`src/rtl/zero_count_frame_accum_if.sv`:
```
// Stream interface for the frame accumulator: per-byte zero-count beats in,
// one frame result out. The accumulator uses the slave view.
interface zero_count_frame_accum_if #(
   parameter int SUM_W = 8
);
   logic             in_valid;
   logic             in_ready;
   logic [3:0]       in_count;
   logic             in_last;
   logic             out_valid;
   logic             out_ready;
   logic [SUM_W-1:0] out_sum;
   logic [7:0]       out_bytes;
   logic             err_cnt;
   logic             err_len;

   modport master (
      output in_valid, in_count, in_last, out_ready,
      input  in_ready, out_valid, out_sum, out_bytes, err_cnt, err_len
   );

   modport slave (
      input  in_valid, in_count, in_last, out_ready,
      output in_ready, out_valid, out_sum, out_bytes, err_cnt, err_len
   );
endinterface

```
`src/rtl/zero_count_frame_accum.sv`:
```
// Sums per-byte zero counts over a frame and presents one registered result
// per frame (sum, byte count, error flags) behind a valid/ready handshake.
module zero_count_frame_accum #(
   parameter int MAX_BYTES = 16,
   parameter int SUM_W     = 8
) (
   input logic                    clk,
   input logic                    rst_n,
   zero_count_frame_accum_if.slave bus
);
   typedef enum logic [1:0] {IDLE, ACCUM, HOLD} state_e;

   localparam logic [7:0] MAXB = 8'(MAX_BYTES);

   state_e           state_q, state_d;
   logic [SUM_W-1:0] sum_q, sum_d, out_sum_q, out_sum_d;
   logic [7:0]       bytes_q, bytes_d, out_bytes_q, out_bytes_d;
   logic             errc_q, errc_d;
   logic             out_valid_q, out_valid_d;
   logic             out_errc_q, out_errc_d, out_errl_q, out_errl_d;

   logic             accept, close, over;
   logic [3:0]       c;
   logic [SUM_W-1:0] nsum;
   logic [7:0]       nbytes;
   logic             nerrc;

   assign bus.in_ready  = (state_q != HOLD);
   assign bus.out_valid = out_valid_q;
   assign bus.out_sum   = out_sum_q;
   assign bus.out_bytes = out_bytes_q;
   assign bus.err_cnt   = out_errc_q;
   assign bus.err_len   = out_errl_q;

   always_comb begin
      accept = bus.in_valid && (state_q != HOLD);
      over   = bus.in_count > 4'd8;
      c      = over ? 4'd8 : bus.in_count;
      // IDLE starts a fresh frame regardless of stale accumulator contents
      nsum   = ((state_q == ACCUM) ? sum_q : '0) + SUM_W'(c);
      nbytes = ((state_q == ACCUM) ? bytes_q : 8'd0) + 8'd1;
      nerrc  = ((state_q == ACCUM) && errc_q) || over;
      close  = accept && (bus.in_last || (nbytes == MAXB));

      state_d     = state_q;
      sum_d       = sum_q;
      bytes_d     = bytes_q;
      errc_d      = errc_q;
      out_valid_d = out_valid_q;
      out_sum_d   = out_sum_q;
      out_bytes_d = out_bytes_q;
      out_errc_d  = out_errc_q;
      out_errl_d  = out_errl_q;

      case (state_q)
         IDLE, ACCUM: begin
            if (accept) begin
               sum_d   = nsum;
               bytes_d = nbytes;
               errc_d  = nerrc;
               if (close) begin
                  state_d     = HOLD;
                  out_valid_d = 1'b1;
                  out_sum_d   = nsum;
                  out_bytes_d = nbytes;
                  out_errc_d  = nerrc;
                  out_errl_d  = !bus.in_last;
               end else begin
                  state_d = ACCUM;
               end
            end
         end
         HOLD: begin
            if (bus.out_ready) begin
               state_d     = IDLE;
               out_valid_d = 1'b0;
               sum_d       = '0;
               bytes_d     = 8'd0;
               errc_d      = 1'b0;
            end
         end
         default: state_d = IDLE;
      endcase
   end

   always_ff @(posedge clk or negedge rst_n) begin
      if (!rst_n) begin
         state_q     <= IDLE;
         sum_q       <= '0;
         bytes_q     <= 8'd0;
         errc_q      <= 1'b0;
         out_valid_q <= 1'b0;
         out_sum_q   <= '0;
         out_bytes_q <= 8'd0;
         out_errc_q  <= 1'b0;
         out_errl_q  <= 1'b0;
      end else begin
         state_q     <= state_d;
         sum_q       <= sum_d;
         bytes_q     <= bytes_d;
         errc_q      <= errc_d;
         out_valid_q <= out_valid_d;
         out_sum_q   <= out_sum_d;
         out_bytes_q <= out_bytes_d;
         out_errc_q  <= out_errc_d;
         out_errl_q  <= out_errl_d;
      end
   end
endmodule
```
`src/flat_wrapper.sv`:
```
// flat-port wrapper written by rule: the top's interface ports become plain ports
module zero_count_frame_accum_flat 
#(
   parameter int MAX_BYTES = 16,
   parameter int SUM_W     = 8
)
  (clk, rst_n, bus_in_valid, bus_in_count, bus_in_last, bus_out_ready, bus_in_ready, bus_out_valid, bus_out_sum, bus_out_bytes, bus_err_cnt, bus_err_len);
  zero_count_frame_accum_if #(.SUM_W(SUM_W)) bus_i ();
  input logic clk;
  input logic rst_n;
  input wire logic [$bits(bus_i.in_valid)-1:0] bus_in_valid;
  input wire logic [$bits(bus_i.in_count)-1:0] bus_in_count;
  input wire logic [$bits(bus_i.in_last)-1:0] bus_in_last;
  input wire logic [$bits(bus_i.out_ready)-1:0] bus_out_ready;
  output wire logic [$bits(bus_i.in_ready)-1:0] bus_in_ready;
  output wire logic [$bits(bus_i.out_valid)-1:0] bus_out_valid;
  output wire logic [$bits(bus_i.out_sum)-1:0] bus_out_sum;
  output wire logic [$bits(bus_i.out_bytes)-1:0] bus_out_bytes;
  output wire logic [$bits(bus_i.err_cnt)-1:0] bus_err_cnt;
  output wire logic [$bits(bus_i.err_len)-1:0] bus_err_len;
  assign bus_i.in_valid = bus_in_valid;
  assign bus_i.in_count = bus_in_count;
  assign bus_i.in_last = bus_in_last;
  assign bus_i.out_ready = bus_out_ready;
  assign bus_in_ready = bus_i.in_ready;
  assign bus_out_valid = bus_i.out_valid;
  assign bus_out_sum = bus_i.out_sum;
  assign bus_out_bytes = bus_i.out_bytes;
  assign bus_err_cnt = bus_i.err_cnt;
  assign bus_err_len = bus_i.err_len;
  zero_count_frame_accum #(.MAX_BYTES(MAX_BYTES), .SUM_W(SUM_W)) u_core (.clk(clk), .rst_n(rst_n), .bus(bus_i));
endmodule
```
`config.mk`:
```
export PLATFORM = sky130hd
export DESIGN_NAME = zero_count_frame_accum_flat
export DESIGN_NICKNAME = d
export VERILOG_FILES = /design/src/rtl/zero_count_frame_accum_if.sv /design/src/rtl/zero_count_frame_accum.sv /design/src/flat_wrapper.sv
export SDC_FILE = /design/constraint.sdc
export NUM_CORES = 1
export LEC_CHECK = 0
export ABC_AREA = 1
export CAP_MARGIN = 25
export CORE_ASPECT_RATIO = 0.75
export CORE_MARGIN = 2
export CORE_UTILIZATION = 60
export CTS_BUF_LIST = sky130_fd_sc_hd__clkbuf_8
export DETAILED_ROUTE_END_ITERATION = 8
export PLACE_DENSITY_LB_ADDON = 0.2
export SETUP_SLACK_MARGIN = 0.05
export SLEW_MARGIN = 5
export SYNTH_ARGS = -nofsm -noshare
export SYNTH_HDL_FRONTEND = slang
export SYNTH_SLANG_ARGS = --single-unit
```
`constraint.sdc`:
```
create_clock -name clk -period 4.3 [get_ports clk]
set_input_delay 0.86 -clock clk [delete_from_list [all_inputs] [get_ports clk]]
set_output_delay 0.86 -clock clk [all_outputs]
set_load 0.02 [all_outputs]
```
==> results.cfg, run 1 <==
[die]
die_y_um = 55.15
ios = 29
chipWidth_um = 72.21
start_util_pct = 63.23
dieArea_um2 = 3982
coreArea_um2 = 3311
rows = 18

[power_and_ir_drop]
p_comb_share_pct = 24.6
p_seq_share_pct = 43.9
p_per_area_nw_per_um2 = 395.1
p_sw_share_pct = 30.72
irDropWorstVdd_mv = 0.2893
power.leakage_uw = 0.001289
finalPower_uw = 978.3
power.share.clock_pct = 31.5
p_int_uw = 677.8
power.switching_uw = 300.5

[worst_setup_path]
rr_startpoint = u_core.state_q[1]
required_ns = 4.48
end_kind = register
path_max_fanout = 28
crit_buf_inv = 1
arrival_ns = 3.45
slowest_stage = nand3_1
criticalPathCategory = reg2reg
crit_start = u_core.state_q[1]
cpMostUsedCell = nand2_1
cp-start-kind = register
cpPeakStageDelay_ns = 0.55
cp_top_family = simple AND/OR/NAND/NOR gates
path_cells = inv_4, nand2_4, nor2_2, ha_1, nand2_1, nor2_1, nand3_1, nand2_1, nand2_1, nor2_1, nand2_1, nand2_2, nand3_1, nand2_1, nand2_1

[synthesis]
yosys-top-cells-area = dfrtp_1, nand2_1, nand4_1
synthesis.area_um2 = 2093
yosys.area.top_type = dfrtp_1
yosysTopAreaCellShare_pct = 45.43
syn_nets = 288
seq_area_frac_synth_pct = 45.43
yosysWarnings = 0
netlist_instances = 273
synth_seq_cells = 38
yosysUniqueCellTypes = 26
post_synth.cell_area_avg_um2 = 7.668

[final_layout]
syn_to_final_growth_pct = 18.29
final_common_cell = nand2_1
drive_gt1_share_pct = 6.355
fill_cells = 238
final_cell_mix = nand2_1, dfrtp_1, inv_1
final_area_um2 = 2476
fin_nets = 314
antenna_cells = 0
final_util_pct = 74.79

[clock_network]
hold_buffers = 0
clock_latency_ns = 0.29
cts_tree = yes
post_cts_buffers = 0
cts.clk_slew.worst_paths_ns = 0.07
cts.path.max_buffers = 2
cts_max_level = 2
cts-root-buf = clkbuf_8
numCtsBuffers = 5
ctsResizeCount = 0
clock-sinks = 38

[timing]
fmaxAchievable_mhz = 305.2
timing.slew.headroom_pct = 43.96
final-setup-viol-count = 0
finalCritPeriodShare_pct = 76.21
rsz0062_at_grt = no
postLayoutSetupSlackWorst_ns = 1.023
timing.setup.tns_ns = 0
finalHoldViolCount = 0
post-route-min-period_ns = 3.277
clock-skew-final_ns = 0.004390
maxSlewViolCount = 0
tightest_slew_ns = 0.8406

[worst_hold_path]
min_path_type = reg2reg
min_from = u_core.bus.out_sum[3]

[global_routing]
grt_max_degree = 39
antenna_found_initial = 0
grtUsageTotal_pct = 26.90
grt_overflow = 0
grt_pass1_wl_mm = 7.935
grt_pass1_vias = 1652

[drt]
drc = 0
avgRoutedWirePerCell_um = 14.10
drt_iter0_markers = 203
vias = 1886
drtPass1Iterations = 4
drtAntennaViolNets = 0
routed_via_density = 5.563
drt_wl_total_mm = 4.779

[placement]
port_buffers = 28
place_ws_ns = 1.115
place_congestion = 0.9150
hpwlAfterDp_mm = 3.477
place_area_um2 = 2364

[flow_run]
cap_violations = 0

[status]
outcome = complete, no violations
-- state kept, by name (all words and copies together), names as in the netlist --
name                  cells
u_core.bus.out_bytes      8
u_core.errc_q             1
u_core.bus.out_sum        8
u_core.state_q            2
u_core.bytes_q            8
u_core.bus.err_cnt        1
u_core.sum_q              8
u_core.bus.out_valid      1
u_core.bus.err_len        1
-- final cells by class --
cell class / count / area, µm² / area share (%)
repair buffers: 30 / 290.3 / 11.72
clock inverters: 1 / 30.03 / 1.213
clock buffers: 6 / 82.58 / 3.335
well taps: 40 / 50.05 / 2.021
flip-flops and latches: 38 / 950.9 / 38.40
multi-input cells: 187 / 930.9 / 37.59
inverters: 37 / 141.4 / 5.710
-- per-layer routing --
metal / GRT usage, % / vias up / routed length [µm]
met4: 9.748 / 0 / 64
met1: 38.90 / 865 / 2241
met3: 5.616 / 9 / 412
met2: 40.21 / 87 / 2060
met5: 0 / - / 0
li1: - / 925 / -
-- synthesized netlist by cell type (all sizes together) --
cell     n
a21oi    4
a22o     1
a32o     1
buf      6
clkbuf   5
dfrtp   38
fa       1
ha       5
inv     37
nand2   88
nand3   14
nand4   23
nor2    27
nor3     1
o21ai   15
o22ai    2
xnor2    1
xor2     4
-- worst register-to-register path, delay by kind of cell, from the launching register on --
| kind | cells | cell delay, ns |
|---|---|---|
| buf+inv | 1 | 0.26 |
| simple gates | 13 | 2.24 |
| fa+ha+maj | 1 | 0.23 |
| flops | 1 | 0.45 |
-- path summary, 6_finish.rpt --
check / to / slack (ns) / cells after the start
setup / recovery: u_core.bus.out_bytes[3] / 1.02 / 15
hold reg to reg: u_core.bus.out_sum[3] / 0.47 / 2
min in group asynchronous: u_core.bytes_q[7] / 0.67 / 1
setup reg to reg: u_core.bus.out_bytes[3] / 1.02 / 15
hold / removal: u_core.bus.out_sum[3] / 0.47 / 2
max in group asynchronous: u_core.bus.out_sum[0] / 3.10 / 1
-- power by group through the flow --
stage	Combinational (µW)	Clock, µW	Sequential, µW
2_1_floorplan	115	0	461
3_3_place_gp	234	0	433
3_5_place_dp	239	0	435
4_1_cts	240	310	429
5_1_grt	265	327	432
6_report	241	308	429
-- kinds of logic after synthesis --
kind of cell	synth area share [%]
simple gates	32.40
compound gates	6.037
xor+xnor	2.092
flops	45.43
fa+ha+maj	3.945
buf+inv	10.10
-- metrics by stage --
stage | hold WS [ns] | cells
floorplan | 0.4493 | 273
global placement | 0.4570 | 332
detailed placement | 0.4587 | 332
CTS | 0.4764 | 339
global route | 0.4992 | 339
finish | 0.4747 | 339
(Power assumes the default switching activity.)
==> run 2: changes to the inputs <==
--- a/config.mk
+++ b/config.mk
@@ -9,7 +9,7 @@
 export CAP_MARGIN = 25
 export CORE_ASPECT_RATIO = 0.75
 export CORE_MARGIN = 2
-export CORE_UTILIZATION = 60
+export CORE_UTILIZATION = 56
 export CTS_BUF_LIST = sky130_fd_sc_hd__clkbuf_8
 export DETAILED_ROUTE_END_ITERATION = 8
 export PLACE_DENSITY_LB_ADDON = 0.2
==> constraint.sdc (replaced) <==
create_clock -name clk -period 3.3 [get_ports clk]
set_input_delay 0.66 -clock clk [delete_from_list [all_inputs] [get_ports clk]]
set_output_delay 0.66 -clock clk [all_outputs]
set_load 0.02 [all_outputs]
==> results.cfg, run 2 (synthesis gave the netlist of run 1 again) <==
[worst_hold_path]
whs_path_depth = 2
min_path_type = reg2reg

[timing]
fmaxAchievable_mhz = 366.5
tightest_slew_ns = 0.8477
timing.slew.headroom_pct = 43.49
finalHoldWorstSlack_ns = 0.4696
maxSlewViolCount = 0
post-route-min-period_ns = 2.728
postLayoutSetupSlackWorst_ns = 0.5717
finalHoldViolCount = 0
final-setup-viol-count = 0
clock-skew-final_ns = 0.007028
finalCritPeriodShare_pct = 82.68
timing.setup.tns_ns = 0
rsz0062_at_grt = no

[clock_network]
cts_max_level = 2
numCtsBuffers = 5
cts.clk_slew.worst_paths_ns = 0.07
clock-sinks = 38
cts.path.max_buffers = 2
ctsResizeCount = 0
clock_latency_ns = 0.28
post_cts_buffers = 0
cts-root-buf = clkbuf_8
cts_tree = yes
hold_buffers = 0

[status]
outcome = complete, no violations

[final_layout]
multi_input_area_um2 = 930.9
fill_cells = 310
antenna_cells = 0
fin_nets = 317
stdcell_count = 354
register_area_um2 = 950.9
final_common_cell = nand2_1
final_util_pct = 69.56
syn_to_final_growth_pct = 20.08
drive_gt1_share_pct = 7.285
final_cell_mix = nand2_1, dfrtp_1, inv_1

[die]
coreArea_um2 = 3613
rows = 19
chipWidth_um = 74.60
ios = 29
dieArea_um2 = 4248
die_y_um = 56.95
start_util_pct = 57.93

[placement]
hpwlAfterDp_mm = 3.272
dp_cells = 347
place_ws_ns = 0.5688
port_buffers = 28
place_congestion = 0.9457

[drt]
drt_wl_total_mm = 4.485
drtAntennaViolNets = 0
drtPass1Iterations = 4
drt_iter0_markers = 151
avgRoutedWirePerCell_um = 12.67
vias = 1822
drc = 0
routed_via_density = 5.147

[worst_setup_path]
required_ns = 3.47
path_max_fanout = 28
criticalPathCategory = reg2reg
cp-start-kind = register
end_kind = register
reg2reg_depth = 16
arrival_ns = 2.90

[global_routing]
grt_max_degree = 39
grt_pass1_wl_mm = 7.617
grt_pass1_vias = 1604
grt_overflow = 0
grtUsageTotal_pct = 23.94
antenna_found_initial = 0

[power_and_ir_drop]
power.leakage_uw = 0.001303
p_per_area_nw_per_um2 = 505.6
irDropWorstVdd_mv = 0.3028

[flow_run]
cap_violations = 0
[run 2: cell count changes in the layout (fill, tap and decap cells not counted), sizes merged]
cell,change
buf,+3
[run 2: routing by layer]
metal,track usage [%],part of all wire [%]
met1,39.37,50
met3,4.770,5.7
met5,0,0
met2,31.86,44
met4,6.888,0.87
[run 2: layout make-up]
type,instances,share of cell area (%)
Inverter,37,5.625
Multi-Input combinational cell,187,37.03
Clock buffer,6,3.285
Sequential cell,38,37.83
Timing Repair Buffer,33,12.44
Clock inverter,1,1.195
Tap cell,52,2.588
[run 2: power by group]
part | internal [µW] | leakage, µW | total [µW] | switching, µW
clock | 242 | 0.0000573 | 396 | 155
sequential | 523 | 0.000506 | 556 | 33.0
combinational | 123 | 0.000740 | 319 | 196
total | 887 | 0.00130 | 1270 | 383
[run 2: stage by stage]
step | total power [µW] | cell area [µm²]
after floorplan | 750.7 | 2093
after global placement | 874.0 | 2401
after detailed placement | 882.0 | 2401
after CTS | 1278 | 2514
after global routing | 1340 | 2514
final | 1271 | 2514
[run 2: worst paths after layout]
kind | start | endpoint | slack [ns]
max in group asynchronous | rst_n | u_core.bus.out_sum[5] | 2.28
max | u_core.state_q[1] | u_core.bus.out_sum[0] | 0.57
max reg2reg | u_core.state_q[1] | u_core.bus.out_sum[0] | 0.57
min reg2reg | u_core.bus.out_bytes[0] | u_core.bus.out_bytes[0] | 0.47
min | u_core.bus.out_bytes[0] | u_core.bus.out_bytes[0] | 0.47
min in group asynchronous | rst_n | u_core.bytes_q[7] | 0.48
[run 2: critical path, cell delays in order (launching register included)]
cell	delay (ns)
dfrtp_1	0.45
inv_4	0.26
nand2_4	0.17
nor2_2	0.24
ha_1	0.24
nand2_1	0.09
nor2_1	0.21
nand3_1	0.10
nand2_1	0.07
nand2_1	0.11
nor2_1	0.12
nand2_1	0.07
nand2_2	0.07
nand3_1	0.06
buf_4	0.21
nand2_1	0.08
nand2_1	0.05
